## config.mk

```make
export PLATFORM = sky130hd
export DESIGN_NAME = nap_clock
export DESIGN_NICKNAME = d
export VERILOG_FILES = /design/src/rtl/time_pkg.sv /design/src/rtl/bcd_time_incr.sv /design/src/rtl/nap_clock.sv
export SDC_FILE = /design/constraint.sdc
export NUM_CORES = 1
export LEC_CHECK = 0
export CAP_MARGIN = 15
export CORE_MARGIN = 5
export CORE_UTILIZATION = 44
export CTS_CLUSTER_DIAMETER = 60
export DETAILED_ROUTE_END_ITERATION = 6
export PLACE_DENSITY_LB_ADDON = 0.25
export SKIP_CTS_REPAIR_TIMING = 1
export SLEW_MARGIN = 20
export SYNTH_ARGS = -nofsm -noshare
export SYNTH_HDL_FRONTEND = slang
export SYNTH_SLANG_ARGS = --single-unit
```

## constraint.sdc

```tcl
create_clock -name clock -period 1.51 [get_ports clock]
set_input_delay 0.302 -clock clock [delete_from_list [all_inputs] [get_ports clock]]
set_output_delay 0.302 -clock clock [all_outputs]
set_load 0.005 [all_outputs]
```

## src/rtl/time_pkg.sv

```systemverilog
// Shared definitions for the nap clock: FSM states, BCD digit
// limits, field offsets of the packed HH:MM:SS word and a legality check.
package time_pkg;

  typedef enum logic [1:0] {
    ST_STOP = 2'd0,
    ST_RUN  = 2'd1,
    ST_RING = 2'd2
  } state_e;

  localparam logic [3:0] DMAX9 = 4'd9;
  localparam logic [3:0] DMAX5 = 4'd5;
  localparam logic [3:0] DMAX2 = 4'd2;
  localparam logic [3:0] DMAX3 = 4'd3;

  localparam int H10_LSB = 20;
  localparam int H1_LSB  = 16;
  localparam int M10_LSB = 12;
  localparam int M1_LSB  = 8;
  localparam int S10_LSB = 4;
  localparam int S1_LSB  = 0;

  function automatic logic time_legal(input logic [23:0] t);
    logic [3:0] h10, h1, m10, m1, s10, s1;
    h10 = t[H10_LSB +: 4];
    h1  = t[H1_LSB +: 4];
    m10 = t[M10_LSB +: 4];
    m1  = t[M1_LSB +: 4];
    s10 = t[S10_LSB +: 4];
    s1  = t[S1_LSB +: 4];
    return (h10 <= DMAX2) && (h1 <= DMAX9) &&
           !((h10 == DMAX2) && (h1 > DMAX3)) &&
           (m10 <= DMAX5) && (m1 <= DMAX9) &&
           (s10 <= DMAX5) && (s1 <= DMAX9);
  endfunction

endpackage

```

## src/rtl/bcd_time_incr.sv

```systemverilog
// Combinational +1 second on a packed BCD HH:MM:SS word,
// flagging the 23:59:59 -> 00:00:00 wrap.
module bcd_time_incr
  import time_pkg::*;
(
  input  logic [23:0] cur_i,
  output logic [23:0] nxt_o,
  output logic        wrap_o
);

  logic [3:0] h10, h1, m10, m1, s10, s1;

  always_comb begin
    h10    = cur_i[H10_LSB +: 4];
    h1     = cur_i[H1_LSB +: 4];
    m10    = cur_i[M10_LSB +: 4];
    m1     = cur_i[M1_LSB +: 4];
    s10    = cur_i[S10_LSB +: 4];
    s1     = cur_i[S1_LSB +: 4];
    wrap_o = 1'b0;
    if (s1 != DMAX9) s1 = s1 + 4'd1;
    else begin
      s1 = 4'd0;
      if (s10 != DMAX5) s10 = s10 + 4'd1;
      else begin
        s10 = 4'd0;
        if (m1 != DMAX9) m1 = m1 + 4'd1;
        else begin
          m1 = 4'd0;
          if (m10 != DMAX5) m10 = m10 + 4'd1;
          else begin
            m10 = 4'd0;
            if ((h10 == DMAX2) && (h1 == DMAX3)) begin
              h10    = 4'd0;
              h1     = 4'd0;
              wrap_o = 1'b1;
            end else if (h1 == DMAX9) begin
              h1  = 4'd0;
              h10 = h10 + 4'd1;
            end else begin
              h1 = h1 + 4'd1;
            end
          end
        end
      end
    end
  end

  assign nxt_o = {h10, h1, m10, m1, s10, s1};

endmodule

```

## src/rtl/nap_clock.sv

```systemverilog
// Nap clock: BCD time of day with set/start/stop control and a
// one-shot alarm that rings when the running time meets the target.
module nap_clock
  import time_pkg::*;
(
  input  logic        clock,
  input  logic        reset,
  input  logic        tick,
  input  logic        set_en,
  input  logic [23:0] set_time,
  input  logic        start,
  input  logic        stop,
  input  logic        target_load,
  input  logic [23:0] target_time,
  input  logic        alarm_ack,
  output logic [3:0]  oHour10,
  output logic [3:0]  oHour1,
  output logic [3:0]  oMinute10,
  output logic [3:0]  oMinute1,
  output logic [3:0]  oSecond10,
  output logic [3:0]  oSecond1,
  output logic        alarm,
  output logic        target_valid,
  output logic        set_err,
  output logic        day_wrap
);

  state_e      state_q, state_d;
  logic [23:0] time_q, tgt_q, incr_nxt;
  logic        tvld_q, alarm_q, err_q, wrap_q;
  logic        incr_wrap, set_ok, tgt_ok, match;

  bcd_time_incr u_incr (
    .cur_i  (time_q),
    .nxt_o  (incr_nxt),
    .wrap_o (incr_wrap)
  );

  assign set_ok = time_legal(set_time);
  assign tgt_ok = time_legal(target_time);
  assign match  = tvld_q && (time_q == tgt_q);

  always_comb begin
    state_d = state_q;
    unique case (state_q)
      ST_STOP: if (start && !stop) state_d = ST_RUN;
      ST_RUN: begin
        if (stop)       state_d = ST_STOP;
        else if (match) state_d = ST_RING;
      end
      ST_RING: begin
        if (stop)           state_d = ST_STOP;
        else if (alarm_ack) state_d = ST_RUN;
      end
      default: state_d = ST_STOP;
    endcase
  end

  always_ff @(posedge clock) begin
    if (reset) begin
      state_q <= ST_STOP;
      time_q  <= '0;
      tgt_q   <= '0;
      tvld_q  <= 1'b0;
      alarm_q <= 1'b0;
      err_q   <= 1'b0;
      wrap_q  <= 1'b0;
    end else begin
      err_q  <= (set_en && !set_ok) ||
                (target_load && !tgt_ok);
      wrap_q <= 1'b0;
      // A load always beats a tick landing in the same cycle.
      if (set_en) begin
        if (set_ok) time_q <= set_time;
      end else if (tick && (state_q != ST_STOP)) begin
        time_q <= incr_nxt;
        wrap_q <= incr_wrap;
      end
      if (target_load) begin
        if (tgt_ok) tgt_q <= target_time;
        tvld_q <= tgt_ok;
      end else if ((state_q == ST_RING) && alarm_ack) begin
        tvld_q <= 1'b0;
      end
      state_q <= state_d;
      alarm_q <= (state_d == ST_RING);
    end
  end

  assign oHour10      = time_q[H10_LSB +: 4];
  assign oHour1       = time_q[H1_LSB +: 4];
  assign oMinute10    = time_q[M10_LSB +: 4];
  assign oMinute1     = time_q[M1_LSB +: 4];
  assign oSecond10    = time_q[S10_LSB +: 4];
  assign oSecond1     = time_q[S1_LSB +: 4];
  assign alarm        = alarm_q;
  assign target_valid = tvld_q;
  assign set_err      = err_q;
  assign day_wrap     = wrap_q;

endmodule

```

-- Word-level counts from Yosys, hierarchy flattened
Cells that the tools add are included.
- word-level logic and storage cells: 125
- output and inout port bits: 28
- bits of input ports: 56
- register bits: 54
- bitwise gates (word level): 1
- order comparisons: 14
- multiplexer cells: 34
- reductions and logical operators: 40
- $add $sub $neg: 6
- equality and inequality tests: 18
- operator list (kind ; count):
    $mux W4 ; 22
    $mux W24 ; 3
    $add A4 B1 Y4 const B ; 6
    $eq A24 B24 Y1 ; 1
    $le A4 B4 Y1 const B ; 6
    $logic_and A1 B1 Y1 ; 21
    $eq A4 B2 Y1 const B ; 4
    $le A4 B3 Y1 const B ; 4
    $mux W2 ; 5
    $gt A4 B2 Y1 const B ; 2
    $le A4 B2 Y1 const B ; 2
    $ne A2 B2 Y1 const B ; 4
    $ne A4 B3 Y1 const B ; 2
    $ne A4 B4 Y1 const B ; 2
    $reduce_and A7 Y1 ; 1
    $reduce_or A7 Y1 ; 1
    $pmux W2 S3 ; 1
    $reduce_and A6 Y1 ; 1
    $reduce_bool A2 Y1 ; 3
    $logic_not A1 Y1 ; 5
    $reduce_and A5 Y1 ; 1
    $eq A2 B2 Y1 const B ; 2
    $eq A4 B4 Y1 const B ; 1
    $reduce_and A2 Y1 ; 2
    other kinds (9) ; 11

-- Longest topological paths before layout
Gate-level depths: netlist of the first run.
- depth after elaboration: 11
- depth in mapped cells: 7

-- Modules after synthesis
From an unflattened synthesis of the first run, not the netlist that was laid out.
- cells, all modules: 348
- area, all modules: 3238.1 µm²
- modules (own cells, without submodules) (module ; area an instance (µm²) ; seq. area each (µm²) ; times used ; cells an instance):
    nap_clock ; 2571.2 ; 1081.0 ; 1 ; 253
    bcd_time_incr ; 666.9 ; 0.0 ; 1 ; 95

-- Worst setup path after synthesis of the first run
Ideal clock, no wire load.
- kind: register -> register
- from: register time_q[5]
- to: register time_q[19]
- path slack: -0.148 ns
- data required time: 1.374 ns
- cell stages (with the launch flop): 7
- arrival: 1.522 ns
- path buffers: 1
- setup time: 0.136 ns
- path through: dfxtp_1 > buf_2 > and4bb_2 > a41o_1 > nand2_1 > o311ai_0 > o41ai_1
- cells in the longest elaborated chain, start to end: 3
- ends and longest elaborated chain (item ; RTL line ; source):
    from (decl) ; nap_clock.sv:29 ; logic [23:0] time_q, tgt_q, incr_nxt;
    from (signal assigned) ; nap_clock.sv:74 ; if (set_ok) time_q <= set_time;
    from (signal assigned) ; nap_clock.sv:76 ; time_q <= incr_nxt;
    $ne A4 B3 Y1 ; bcd_time_incr.sv:24 ; if (s10 != DMAX5) s10 = s10 + 4'd1;
    $ne A2 B2 Y1 (no line) ; - ;
    $reduce_and A6 Y1 (no line) ; - ;
No other way between the ends.
A chain may end at the register's enable or synchronous reset.

-- Worst setup path in the final report of the first run
- from: register time_q[6]
- to: register alarm_q, in the netlist alarm
- cells in the longest elaborated chain, start to end: 6
- ends and longest elaborated chain (item ; RTL line ; source):
    $eq A24 B24 Y1 ; nap_clock.sv:41 ; assign match = tvld_q && (time_q == tgt_q);
    $logic_and A1 B1 Y1 ; nap_clock.sv:41 ;
    $mux W2 ; nap_clock.sv:49 ; else if (match) state_d = ST_RING;
    $mux W2 ; nap_clock.sv:48 ; if (stop) state_d = ST_STOP;
    $pmux W2 S3 ; nap_clock.sv:45 ; unique case (state_q)
    $eq A2 B2 Y1 ; nap_clock.sv:86 ; alarm_q <= (state_d == ST_RING);
    to (signal assigned) ; nap_clock.sv:86 ;
    to (decl) ; nap_clock.sv:30 ; logic tvld_q, alarm_q, err_q, wrap_q;
No other way between the ends.

==> impl_metrics.toml, run 1 <==
[placed_design]
dpl_worst_slack_ns = -0.8326
placedCellCount = 605
place_congestion = 0.9195
place_area_um2 = 4747
hpwl_mm = 7.965
io_buffer_count = 83

[sta]
fmax_mhz = 579.2
fin_crit_sh = 1.143
rsz0062_at_grt = "yes"
fin_crit_ns = 1.726
skew_ns = 0.005423
fin_ws_ns = -0.2164
worst_pin_slew_ns = 0.4702
hold_viol_final = 0
drv_slew = 0
slew-limit-headroom = 0.6854
finalSetupViolCount = 22

[synthesis]
netlist_top_cells_count = "54 x dfxtp_1, 33 x nor2_1, 20 x mux2i_1, 19 x a21oi_1, 19 x nand2_1"
synth-xor-area-share = 0.07447
synth_top_family_by_area = "compound AO/OA/AOI/OAI gates"
postSynthAreaPerCell_um2 = 8.776
synth-edff-count = 0
yosysMostFrequentCell = "dfxtp_1"
syn_nets = 416
synth_area_um2 = 3142
syn_inst = 358
yosys_warnings = 0
ys_types = 66
synthArstFlopShare = 0
synthFlopType = "dfxtp_1"
ys_seq_area_frac = 0.3441
synth_area_leaders = "dfxtp_1 34%, mux2i_1 6.4%, nor2_1 3.9%, xor2_1 3.3%, xnor2_1 3.1%"
muxShareOfSynthArea = 0.06372
synth-seq-cells = 54
yosys.area_share.adder = 0.007965
yosys.area_share.simple = 0.2266
synth_compound_area_frac = 0.2354
yosysTopAreaCellShare = 0.3441
synth_top_area_cell = "dfxtp_1"

[hold_path]
hold_start = "target_load"
holdPathEnd = "set_err$_SDFF_PP0_"
whs_path_depth = 3
min_path_type = "input pin to flop"

[layout]
finalNetCount = 593
synthToLayoutAreaGrowth_pct = 79.61
seq_area_um2 = 1155
utilization = 0.8215
stdcell_count = 632
drive_gt1_frac = 0.4168
multiInputGateArea_um2 = 2345
fillCellCount = 388
fin_area_um2 = 5643

[clock_tree]
cts_root_buf = "clkbuf_8"
h-tree-depth = 2
clockBufferDepth = 2
clk_pin_slew_worst_paths_ns = 0.10
clkSinkCount = 54
clk_latency_ns = 0.31
cts_buffers = 5
cts_tree = "yes"

[critical_path]
r2r_setup_slack_ns = -0.22
crit_family = "simple AND/OR/NAND/NOR gates"
worst-r2r-cell-count = 5
critPathLaunchType = "flop"
max_stage_delay_ns = 0.46
worst-setup-path-type = "flop to flop"
r2r-end = "alarm$_SDFF_PP0_"
cp.arrival_ns = 1.97
cp_max_fo = 5
cp_cell_sequence = "xnor2_1, nand4_1, or4_4, o31a_1, nor3_2"
path_buf_inv = 0
required_ns = 1.75
crit_slowest_cell = "or4_4"
end_kind = "flop"
crit-reg2reg-launch = "time_q[6]$_SDFFE_PP0P_"

[route]
wl_per_cell_um = 19.70
drt_iter0_drc = 382
wl_mm = 12.45
via_per_inst = 5.905
drc = 0
first_pass_iters = 5
num_vias = 3732
ant_nets = 0

[power_and_ir_drop]
powerDensity_nw_per_um2 = 521.2
leakagePower_nw = 2.869
ir_worst_vdd_mv = 0.4263

[grt]
grt_pass1_vias = 3317
antenna_found_initial = 1
overflow = 0
grt_max_degree = 23
grt_pass1_wl_mm = 15.81
grtUsageTotal = 0.2234

[die]
ioPinCount = 84
fp.coreArea_um2 = 6869
dieArea_um2 = 8930
dieHeight_um = 94.50
fp-row-count = 30
start_util = 0.4574
die_w_um = 94.50

[outcome]
violations = "negative setup slack"
outcome = "finished with violations"

[run]
max_cap_viol_count = 0
## final cells by class
| cell class | instances | area share |
|---|---|---|
| inverters | 6 | 0.003991 |
| well taps | 96 | 0.02129 |
| diodes | 1 | 0.0004435 |
| multi-input cells | 276 | 0.4155 |
| clock buffers | 5 | 0.01220 |
| clock inverters | 2 | 0.002439 |
| repair buffers | 192 | 0.3395 |
| flip-flops and latches | 54 | 0.2047 |
## worst reg2reg max path: cells and delay by family (launching register included)
| kind | cells | cell delay, ns |
|---|---|---|
| flip-flops | 1 | 0.39 |
| AND/OR/NAND/NOR | 3 | 0.76 |
| XOR/XNOR | 1 | 0.21 |
| AO/OA/AOI/OAI | 1 | 0.29 |
## kinds of logic after synthesis
logic type,count (synthesis)
AND/OR/NAND/NOR,127
buffers and inverters,29
XOR/XNOR,25
multiplexers,20
AO/OA/AOI/OAI,101
adder cells (fa/ha/maj),2
flip-flops,54
## power by group
| group | internal, mW | switching [mW] |
|---|---|---|
| sequential | 1.42 | 0.0174 |
| clock | 0.323 | 0.508 |
| combinational | 0.360 | 0.317 |
| total | 2.10 | 0.843 |
## worst max-delay path by stage
| stage | start | end | slack, ns | cells past startpoint |
|---|---|---|---|---|
| floorplan | time_q[5]$_SDFFE_PP0P_ | time_q[16]$_SDFFE_PP0P_ | -0.1 | 6 |
| global placement | set_time[22] | time_q[17]$_SDFFE_PP0P_ | -0.79 | 6 |
| detailed placement | set_time[22] | time_q[17]$_SDFFE_PP0P_ | -0.83 | 6 |
| CTS | set_time[22] | time_q[17]$_SDFFE_PP0P_ | -0.51 | 6 |
| global route | time_q[2]$_SDFFE_PP0P_ | alarm$_SDFF_PP0_ | -0.28 | 5 |
| finish | time_q[6]$_SDFFE_PP0P_ | alarm$_SDFF_PP0_ | -0.22 | 5 |
## flip-flops by register name, indices dropped and copies added, names as in the netlist
name and cells:
tgt_q 24, time_q 24, state_q 2, alarm 1
day_wrap 1, set_err 1, target_valid 1
## per-layer routing
layer | routed length [µm] | track usage
met1 | 4911 | 0.2962
met2 | 6136 | 0.3765
met3 | 944 | 0.03426
met4 | 458 | 0.06370
met5 | 0 | 0
## cell usage in the layout (no fill, tap or decap), types with 10 or more instances in the layout
master	count
dfxtp_2	14
nand3_1	10
buf_4	89
dlymetal6s2s_1	62
buf_6	17
dfxtp_4	15
nor2_1	32
clkdlybuf4s50_1	18
dfxtp_1	25
nand2_1	16
xor2_1	12
mux2i_1	17
a21oi_1	13
## through the flow
step           setup TNS, ns  total power [mW]  hold slack, ns
6_report              -2.170             2.941          0.3279
5_1_grt               -3.511             3.040          0.3343
4_1_cts               -20.57             2.852          0.4961
3_5_place_dp          -33.73             2.063          0.4678
3_3_place_gp          -30.09             2.054          0.4619
2_1_floorplan         -1.631             1.689          0.3805
No activity file was read; power rests on OpenSTA's default activity.
==> run 2, diff against run 1 <==
==> constraint.sdc (replaced) <==
create_clock -name clock -period 1.51 [get_ports clock]
set_input_delay 0.453 -clock clock [delete_from_list [all_inputs] [get_ports clock]]
set_output_delay 0.453 -clock clock [all_outputs]
set_load 0.005 [all_outputs]
==> impl_metrics.toml, run 2 (same netlist as run 1, synthesis figures left out) <==
[layout]
fin_area_um2 = 5811
final_common_cell = "buf_4"
finalNetCount = 608
reg_top3 = "tgt_q: 24 flops, time_q: 24 flops, state_q: 2 flops"
synthToLayoutAreaGrowth_pct = 84.95
final_cell_mix = "98 x buf_4, 54 x dlymetal6s2s_1, 31 x nor2_1, 29 x dfxtp_1, 25 x buf_6"
antenna-diode-count = 0
drive_gt1_frac = 0.4519
utilization = 0.8459

[hold_path]
whs_path_depth = 3
hold_start = "target_time[10]"
min_path_type = "input pin to flop"
holdPathEnd = "tgt_q[10]$_SDFFE_PP0P_"

[critical_path]
critPathLaunchType = "flop"
max_stage_delay_ns = 0.39
cp.depth = 6
cp_max_fo = 3
crit_slowest_cell = "nor4_1"
crit-reg2reg-launch = "time_q[8]$_SDFFE_PP0P_"
path_buf_inv = 1
r2r_setup_slack_ns = -0.34
r2r-end = "state_q[1]$_SDFF_PP0_"
crit_family = "simple AND/OR/NAND/NOR gates"
cp.arrival_ns = 2.08
worst-setup-path-type = "flop to flop"
cp_cell_sequence = "buf_4, xor2_1, nor4_1, nand3_1, o31a_1, nor3_2"
required_ns = 1.74
worst-r2r-cell-count = 6
end_kind = "flop"

[sta]
skew_ns = 0.01170
rsz0062_at_grt = "yes"
fin_ws_ns = -0.3391
finalSetupViolCount = 41
hold_viol_final = 0
fin_crit_sh = 1.225
fin_crit_ns = 1.849
drv_slew = 0
fmax_mhz = 540.8
worst_pin_slew_ns = 0.5350
fin_setup_tns_ns = -4.071
slew-limit-headroom = 0.6395
holdWs_ns = 0.4491

[grt]
grtUsageTotal = 0.2311
grt_max_degree = 24
grt_pass1_vias = 3393
antenna_found_initial = 0
grt_pass1_wl_mm = 16.34
overflow = 0

[power_and_ir_drop]
leakagePower_nw = 2.932
powerDensity_nw_per_um2 = 551.6
ir_worst_vdd_mv = 0.4116
report.power.total_mw = 3.205

[route]
via_per_inst = 6.060
num_vias = 3921
drt_iter0_drc = 379
wl_per_cell_um = 21.36
wl_mm = 13.82
ant_nets = 0
first_pass_iters = 5
drc = 0

[placed_design]
place_area_um2 = 4795
place_congestion = 0.9533
hpwl_mm = 8.193
io_buffer_count = 83

[clock_tree]
h-tree-depth = 2
clk_pin_slew_worst_paths_ns = 0.11
cts_buffers = 5
cts_root_buf = "clkbuf_8"
clk_latency_ns = 0.31
cts_tree = "yes"
clkSinkCount = 54
clockBufferDepth = 2

[outcome]
violations = "negative setup slack"
outcome = "finished with violations"

[die]
ioPinCount = 84
die_w_um = 94.50
dieHeight_um = 94.50
dieArea_um2 = 8930
fp-row-count = 30
fp.coreArea_um2 = 6869
start_util = 0.4574

[run]
max_cap_viol_count = 0
==> run 2: cell types whose count changed in the layout (fill, tap and decap cells not counted), moves of 3 or more <==
| cell | before | now |
|---|---|---|
| a21oi_1 | 13 | 10 |
| buf_4 | 89 | 98 |
| buf_6 | 17 | 25 |
| clkbuf_2 | 2 | 11 |
| clkdlybuf4s50_1 | 18 | 14 |
| dfxtp_1 | 25 | 29 |
| dfxtp_4 | 15 | 12 |
| dlymetal6s2s_1 | 62 | 54 |
==> run 2: final cells by class <==
type                            count  area (µm²)
Inverter                            6       25.02
Sequential cell                    54        1142
Clock inverter                      2       38.79
Clock buffer                        6       82.58
Tap cell                           96       120.1
Fill cell                         353        1059
Timing Repair Buffer              207        1993
Multi-Input combinational cell    276        2409
==> run 2: how the worst max path moves through the flow <==
| stage | from | to | slack (ns) |
|---|---|---|---|
| CTS | set_time[22] | time_q[18]$_SDFFE_PP0P_ | -0.56 |
| global route | time_q[2]$_SDFFE_PP0P_ | state_q[1]$_SDFF_PP0_ | -0.36 |
| detailed placement | set_time[22] | time_q[18]$_SDFFE_PP0P_ | -0.90 |
| finish | time_q[8]$_SDFFE_PP0P_ | state_q[1]$_SDFF_PP0_ | -0.34 |
| global placement | set_time[22] | time_q[9]$_SDFFE_PP0P_ | -0.80 |
| floorplan | set_time[22] | time_q[9]$_SDFFE_PP0P_ | -0.23 |
==> run 2: layer usage <==
| layer | part of all wire | GRT usage | up-vias |
|---|---|---|---|
| met1 | 0.37 | 0.2949 | 1872 |
| met4 | 0.045 | 0.06851 | 0 |
| met3 | 0.079 | 0.03028 | 65 |
| met2 | 0.50 | 0.4060 | 255 |
| met5 | 0 | 0 | - |
| li1 | - | - | 1729 |
==> run 2: stage by stage <==
stage | instances | worst slack, ns
2_1_floorplan | 358 | -0.2337
3_3_place_gp | 613 | -0.7951
3_5_place_dp | 613 | -0.8989
4_1_cts | 621 | -0.5596
5_1_grt | 647 | -0.3586
6_report | 647 | -0.3391
==> run 2: worst min-delay path: stages <==
cell      delay [ns]
clkbuf_2        0.10
mux2i_1         0.07
nor2_1          0.10
==> run 2: report_power, final <==
part,leakage [nW],internal (mW),switching [mW]
Combinational,2.42,0.370,0.346
Sequential,0.452,1.42,0.0152
Clock,0.0618,0.547,0.506
